### src/rtl/leaderboard.sv
// Leaderboard for a stopwatch.
// Keeps the three fastest and the three slowest recorded times, and
// pulses a rank-specific sound when a new time enters either board.
// It also reports which boards the last submission changed and drives
// a one-hot rank LED from the display mode.
module leaderboard (
  input  logic        clk,
  input  logic        rst_n,
  input  logic [38:0] time_in,
  input  logic [1:0]  stopwatch_mode,
  input  logic [2:0]  display_mode,
  output logic [38:0] fast_1,
  output logic [38:0] fast_2,
  output logic [38:0] fast_3,
  output logic [38:0] slow_1,
  output logic [38:0] slow_2,
  output logic [38:0] slow_3,
  output logic        signal_sound_1,
  output logic        signal_sound_2,
  output logic        signal_sound_3,
  output logic [2:0]  leaderboard_LED,
  output logic [1:0]  slow_or_fast
);

  localparam logic [1:0] MODE_RECORD = 2'b01;

  // One board: rank 1 is held in index 0.
  typedef logic [2:0][38:0] board_t;

  // Return a one-hot mask of the lowest set bit, i.e. the best rank that
  // accepts the new time. All zeros means the time is not placed.
  function automatic logic [2:0] first_hit(input logic [2:0] hit);
    logic [2:0] onehot;
    onehot = 3'b000;
    if (hit[0]) begin
      onehot = 3'b001;
    end else if (hit[1]) begin
      onehot = 3'b010;
    end else if (hit[2]) begin
      onehot = 3'b100;
    end else begin
      onehot = 3'b000;
    end
    return onehot;
  endfunction

  // Place t at the rank selected by ins.
  // Entries below that rank move down one place, and the old rank-3
  // entry falls off the board. When ins is zero the board is returned
  // unchanged.
  function automatic board_t insert_entries(input board_t entries,
                                            input logic [2:0] ins,
                                            input logic [38:0] t);
    board_t nxt;
    nxt = entries;
    if (ins[0]) begin
      nxt[0] = t;
      nxt[1] = entries[0];
      nxt[2] = entries[1];
    end else if (ins[1]) begin
      nxt[1] = t;
      nxt[2] = entries[1];
    end else if (ins[2]) begin
      nxt[2] = t;
    end else begin
      nxt = entries;
    end
    return nxt;
  endfunction

  // Apply the same shift to the valid bits. The inserted slot becomes
  // valid, and the dropped rank-3 valid bit is lost with its entry.
  function automatic logic [2:0] insert_valid(input logic [2:0] vld,
                                              input logic [2:0] ins);
    logic [2:0] nxt;
    nxt = vld;
    if (ins[0]) begin
      nxt = {vld[1], vld[0], 1'b1};
    end else if (ins[1]) begin
      nxt = {vld[1], 1'b1, vld[0]};
    end else if (ins[2]) begin
      nxt = {1'b1, vld[1], vld[0]};
    end else begin
      nxt = vld;
    end
    return nxt;
  endfunction

  logic [38:0] last_time_r;
  board_t      fast_r;
  board_t      slow_r;
  logic [2:0]  fast_vld_r;
  logic [2:0]  slow_vld_r;
  logic [2:0]  sound_r;
  logic [1:0]  slow_or_fast_r;

  logic        submit_s;
  logic [2:0]  fast_hit_s;
  logic [2:0]  slow_hit_s;
  logic [2:0]  fast_ins_s;
  logic [2:0]  slow_ins_s;
  logic        fast_chg_s;
  logic        slow_chg_s;
  board_t      fast_next_s;
  board_t      slow_next_s;
  logic [2:0]  fast_vld_next_s;
  logic [2:0]  slow_vld_next_s;

  // Detect a submission and work out where the new time lands on each board.
  // The comparisons are strict, so a time equal to an existing entry ranks
  // after that entry and never displaces it.
  always_comb begin
    submit_s = (stopwatch_mode == MODE_RECORD) &&
               (time_in != 39'd0) &&
               (time_in != last_time_r);
    fast_hit_s = 3'b000;
    slow_hit_s = 3'b000;
    for (int k = 0; k < 3; k++) begin
      fast_hit_s[k] = !fast_vld_r[k] || (time_in < fast_r[k]);
      slow_hit_s[k] = !slow_vld_r[k] || (time_in > slow_r[k]);
    end
    fast_ins_s      = first_hit(fast_hit_s);
    slow_ins_s      = first_hit(slow_hit_s);
    fast_chg_s      = |fast_ins_s;
    slow_chg_s      = |slow_ins_s;
    fast_next_s     = insert_entries(fast_r, fast_ins_s, time_in);
    slow_next_s     = insert_entries(slow_r, slow_ins_s, time_in);
    fast_vld_next_s = insert_valid(fast_vld_r, fast_ins_s);
    slow_vld_next_s = insert_valid(slow_vld_r, slow_ins_s);
  end

  // Update the boards, last_time, the rank pulses and the change flags
  // on a submission. The rank pulses clear on every other cycle.
  always_ff @(posedge clk or negedge rst_n) begin
    if (!rst_n) begin
      last_time_r    <= 39'd0;
      fast_r         <= '0;
      slow_r         <= '0;
      fast_vld_r     <= 3'b000;
      slow_vld_r     <= 3'b000;
      sound_r        <= 3'b000;
      slow_or_fast_r <= 2'b00;
    end else if (submit_s) begin
      last_time_r    <= time_in;
      fast_r         <= fast_next_s;
      slow_r         <= slow_next_s;
      fast_vld_r     <= fast_vld_next_s;
      slow_vld_r     <= slow_vld_next_s;
      sound_r        <= fast_ins_s | slow_ins_s;
      slow_or_fast_r <= {slow_chg_s, fast_chg_s};
    end else begin
      sound_r        <= 3'b000;
    end
  end

  // Decode the rank LED from the leaderboard view selection.
  always_comb begin
    case (display_mode)
      3'b100:  leaderboard_LED = 3'b001;
      3'b101:  leaderboard_LED = 3'b010;
      3'b110:  leaderboard_LED = 3'b100;
      default: leaderboard_LED = 3'b000;
    endcase
  end

  // Empty slots hold zero, so the outputs come straight from the board registers.
  assign fast_1         = fast_r[0];
  assign fast_2         = fast_r[1];
  assign fast_3         = fast_r[2];
  assign slow_1         = slow_r[0];
  assign slow_2         = slow_r[1];
  assign slow_3         = slow_r[2];
  assign signal_sound_1 = sound_r[0];
  assign signal_sound_2 = sound_r[1];
  assign signal_sound_3 = sound_r[2];
  assign slow_or_fast   = slow_or_fast_r;

endmodule

### config.mk
export PLATFORM = sky130hd
export DESIGN_NAME = leaderboard
export DESIGN_NICKNAME = d
export VERILOG_FILES = /design/src/rtl/leaderboard.sv
export SDC_FILE = /design/constraint.sdc
export NUM_CORES = 1
export LEC_CHECK = 0
export ABC_AREA = 1
export CAP_MARGIN = 25
export CORE_UTILIZATION = 55
export CTS_CLUSTER_DIAMETER = 60
export CTS_CLUSTER_SIZE = 12
export DETAILED_ROUTE_END_ITERATION = 7
export DONT_BUFFER_PORTS = 1
export GPL_ROUTABILITY_DRIVEN = 0
export GPL_TIMING_DRIVEN = 0
export PLACE_DENSITY_LB_ADDON = 0.3
export SLEW_MARGIN = 20
export SYNTH_ARGS = -nofsm -noshare
export SYNTH_HDL_FRONTEND = slang
export SYNTH_SLANG_ARGS = --single-unit
### constraint.sdc
create_clock -name clk -period 3.4 [get_ports clk]
set_input_delay 0.68 -clock clk [delete_from_list [all_inputs] [get_ports clk]]
set_output_delay 0.68 -clock clk [all_outputs]
set_load 0.1 [all_outputs]
# After elaboration in Yosys (flattened, before gate mapping)
# Index checks and enable logic that the tools add are counted.
word_totals:
  register_bits: 284
  in_bits: 46
  output_inout_bits: 242
  elab_cells: 74
op_classes:
  magnitude_cmp: 6
  eq_ne: 5
  muxes: 20
  n_bitwise: 1
  reduce_logical: 27
ops:
  columns: ["cell", "n"]
  rows:
  - ["$mux 117", 2]
  - ["$mux 78", 2]
  - ["$gt 39x39->1", 3]
  - ["$lt 39x39->1", 3]
  - ["$mux 39", 2]
  - ["$mux 3", 13]
  - ["$ne 39x39->1", 1]
  - ["$reduce_bool 39->1", 1]
  - ["$reduce_and 2->1", 6]
  - ["$eq 3x3->1 const B", 3]
  - ["$pmux 3 s3", 1]
  - ["$logic_not 1->1", 6]
  - ["$logic_or 1x1->1", 6]
  - ["$reduce_bool 3->1", 2]
  - ["$reduce_or 3->1", 2]
  - ["$reduce_bool 2->1", 2]
  - ["$or 3x3->3", 1]
  - ["$eq 2x1->1 const B", 1]
  - ["$logic_and 1x1->1", 2]

# Depth between registers and ports, before layout
depth:
  word_depth: 8
  depth_mapped: 20
  depth_no_buf: 19

# Worst setup path after synthesis
# OpenSTA, ideal clock, no wires.
synth_path:
  path_kind: "input port to output port"
  startpoint: "in display_mode[2]"
  endpoint: "out leaderboard_LED[2]"
  t_arrival_ps: 2912
  required_ps: 2720
  slack_ps: -192
  cell_stages: 2
  path_buffers: 0
  path_cell_list: "inv_1 > nor3b_1"
synth_between:
  elab_chain_cells: 2
  elab_cells_between_ends: 4
  cone_classes: "eq/ne (3); mux (1)"
synth_rtl:
  columns: ["element", "line_no", "source"]
  rows:
  - ["from (decl)", "11", "input logic [2:0] display_mode,"]
  - ["$eq 3x3->1", "158", "case (display_mode)"]
  - ["$pmux 3 s3 (*)", "158", null]
  - ["to (decl)", "21", "output logic [2:0] leaderboard_LED,"]
# Mark *: on every way between the ends. The rest lies on a longest branch, timed or not.

# Worst setup path after layout
layout_path:
  startpoint: "reg fast_r, in the netlist fast_1[38]"
  endpoint: "reg fast_r, in the netlist fast_3[5]"
layout_between:
  elab_chain_cells: 5
  elab_cells_between_ends: 7
  cone_classes: "order compare (1); mux (3); reduce/logical (3)"
layout_rtl:
  columns: ["element", "line_no", "source"]
  rows:
  - ["from (decl)", "90", "board_t fast_r;"]
  - ["from (signal assigned)", "145", "fast_r <= fast_next_s;"]
  - ["$lt 39x39->1 (*)", "119", "fast_hit_s[k] = !fast_vld_r[k] || (time_in < fast_r[k]);"]
  - ["$logic_or 1x1->1 (*)", "119", null]
  - ["$mux 3 (*)", "35", "if (hit[0]) begin"]
  - ["$reduce_bool 3->1 (no line) / $mux 78 (equally long branches)", null, null]
  - ["$reduce_and 2->1 (no line) / $mux 117 (equally long branches)", null, null]
# Mark *: on every way between the ends. The rest lies on a longest branch, timed or not. The select of a mux whose other input is x is not followed.
# A chain may end at the register's enable or synchronous reset.

==> impl_metrics.tcl <==
set metrics [dict create \
    insertedDiodeCount 0 \
    crit_top_cell "nand2_1" \
    clkSinkCount 284 \
    startpoint_type "register" \
    die-area_um2 36300 \
    grt_use_total_pct 35.9 \
    clk_pin_slew_ns 0.06 \
    tightest_slew_ns 1.06 \
    fin_ws_ns 0.109 \
    syn_inst 2768 \
    antenna_found_initial 1 \
    crit_family "simple AND/OR/NAND/NOR gates" \
    synthToLayoutAreaGrowth_pct 10.4 \
    dp_slack_ns -0.647 \
    synth.largest_area_cell "dfrtp_1" \
    drv_slew 0 \
    fmax_ghz 0.304 \
    mostFrequentLayoutCells "nand2_1 (1,126), inv_1 (316), ha_1 (231), nand3_1 (226), dfrtp_2 (147)" \
    cp_data_arrival_time_ns 3.69 \
    initial_core_util_pct 56.2 \
    io_pins 288 \
    synthTopCellsByArea "dfrtp_1 (36%), nand2_1 (22%), ha_1 (15%)" \
    syn-num-nets 3045 \
    vias_per_cell 5.83 \
    drc 0 \
    wl_um 65500 \
    place_hpwl_um 49600 \
    max_slew_margin_pct 29.4 \
    setup_viol 0 \
    netlist_area_um2 19600 \
    clkLatencyLatePin_ns 0.53 \
    final_antenna_net_count 0 \
    core_um2 34800 \
    rr_startpoint "fast_1[38]" \
    synthDistinctLibCells 36 \
    hold_ws_ns -0.121 \
    reg2reg_to "fast_3[5]" \
    crit_type "register to register" \
    slowest_delay_ns 0.64 \
    cp.required_ns 3.79 \
    dp.cells 3223 \
    dieWidth_um 191 \
    placed_area_um2 20100 \
    hold_viol 284 \
    skew_ns 0.0204 \
    reg2reg_depth 15 \
    period_needed_ns 3.29 \
    cts-root-buf "clkbuf_16" \
    die-height_um 191 \
    crit_slowest_cell "dfrtp_4" \
    violations "negative hold slack" \
    htree_levels 2 \
    cp-end-kind "register" \
    io_buffers 0 \
    vias 19100 \
    grt_max_degree 285 \
    cts_tree "yes" \
    clockBufferDepth 3 \
    wire_per_inst_um 20.0 \
    first_global_vias 18900 \
    yosys_warnings 0 \
    instances_no_fill 3277 \
    grt_overflow_total 0 \
    cap_violations 0 \
    final_layout_size_suffix_gt1_share_pct 11.8 \
    grt_pass1_wl_um 101000 \
    nets 3083 \
    synth_top_area_share_pct 36.3 \
    min_path_type "input pin to asynchronous set/reset pin" \
    status "finished, violations left" \
    rows 68 \
    drt_iter0_markers 1580 \
    stdcell_area_um2 21600 \
    ys_ff_latch 284 \
    cts_buffers 34 \
    period_share_pct 96.8 \
    cp_cell_sequence "inv_1 -> ha_1 -> nand2_1 -> nor2_1 -> nand2_1 -> nor2_1 -> a21boi_1 -> nor2_1 -> nor2_4 -> nand2_2 -> nand2_4 -> nand2_1 -> buf_2 -> nand2_1 -> nand2_1" \
    crit_fanout 10 \
    final_common_cell "nand2_1" \
    r2r_slack_ns 0.11 \
    crit_buf_inv 2 \
    synth.avg_cell_area_um2 7.06 \
    synth_seq_area_share_pct 36.3 \
    drtPass1Iterations 7 \
]
[layer usage]
metal  global-route usage, %  routed length (µm)
met5                       0                  11
met1                    43.1               24200
met3                    8.56                7410
met2                    59.5               30200
met4                    19.0                3620
[timing repair]
action	CTS	global route
pin swaps	0	1
hold endpoints to repair	284	284
gates resized for setup	145	107
buffers inserted	0	2
endpoints found under the setup margin	228	192
[worst max path at each step]
stage,start,endpoint,slack [ns],depth (start not counted)
global route,slow_3[8],slow_3[38],-0.002,14
finish,fast_1[38],fast_3[5],0.11,15
detailed placement,slow_2[38],sound_r[2],-0.65,13
floorplan,slow_1[38],slow_2[10],0.45,15
global placement,slow_2[38],sound_r[2],-0.54,13
CTS,slow_3[37],slow_3[1],0.003,17
[layout make-up]
type	instances	area (µm²)
clock buffers	41	961
repair buffers	2	15.0
flip-flops and latches	284	7450
inverters	320	1200
multi-input cells	2041	10700
plain buffers	123	574
clock inverters	11	83.8
fillers	3134	13200
well taps	455	569
[per-stage QoR]
stage                     setup TNS (ns)  util (%)
after floorplan                        0         -
after global placement            -35.75      57.9
after detailed placement          -55.53      57.9
after CTS                              0      61.4
after global routing            -0.00237      62.0
final                                  0      62.0
[state kept, by name, summed over array words and instances, names as in the netlist]
| signal | cells |
|---|---|
| slow_2 | 39 |
| last_time_r | 39 |
| slow_3 | 39 |
| sound_r | 3 |
| fast_vld_r | 3 |
| slow_vld_r | 3 |
| fast_3 | 39 |
| fast_2 | 39 |
| slow_or_fast | 2 |
| fast_1 | 39 |
| slow_1 | 39 |
[cell usage after synthesis, drive strengths merged]
master,n
o21a,6
nor3b,1
a21oi,118
nor3,7
dfrtp,284
ha,231
inv,320
o22ai,1
nand3,227
nand2,1130
nor4,6
nor2,103
buf,77
a21o,8
and3,2
xnor2,33
nand3b,5
nand4,26
a21boi,3
a31oi,1
o21ai,127
or2,1
o211ai,2
xor2,3
clkbuf,46
[logic make-up after synthesis]
kind of cell	synth area share [%]
compound gates	7.10
fa+ha+maj	14.8
flops	36.3
buf+inv	9.00
xor+xnor	1.61
simple gates	31.2
Power is not shown: default switching activity piles up to over one toggle a cycle in this logic, so the estimate is an artifact.
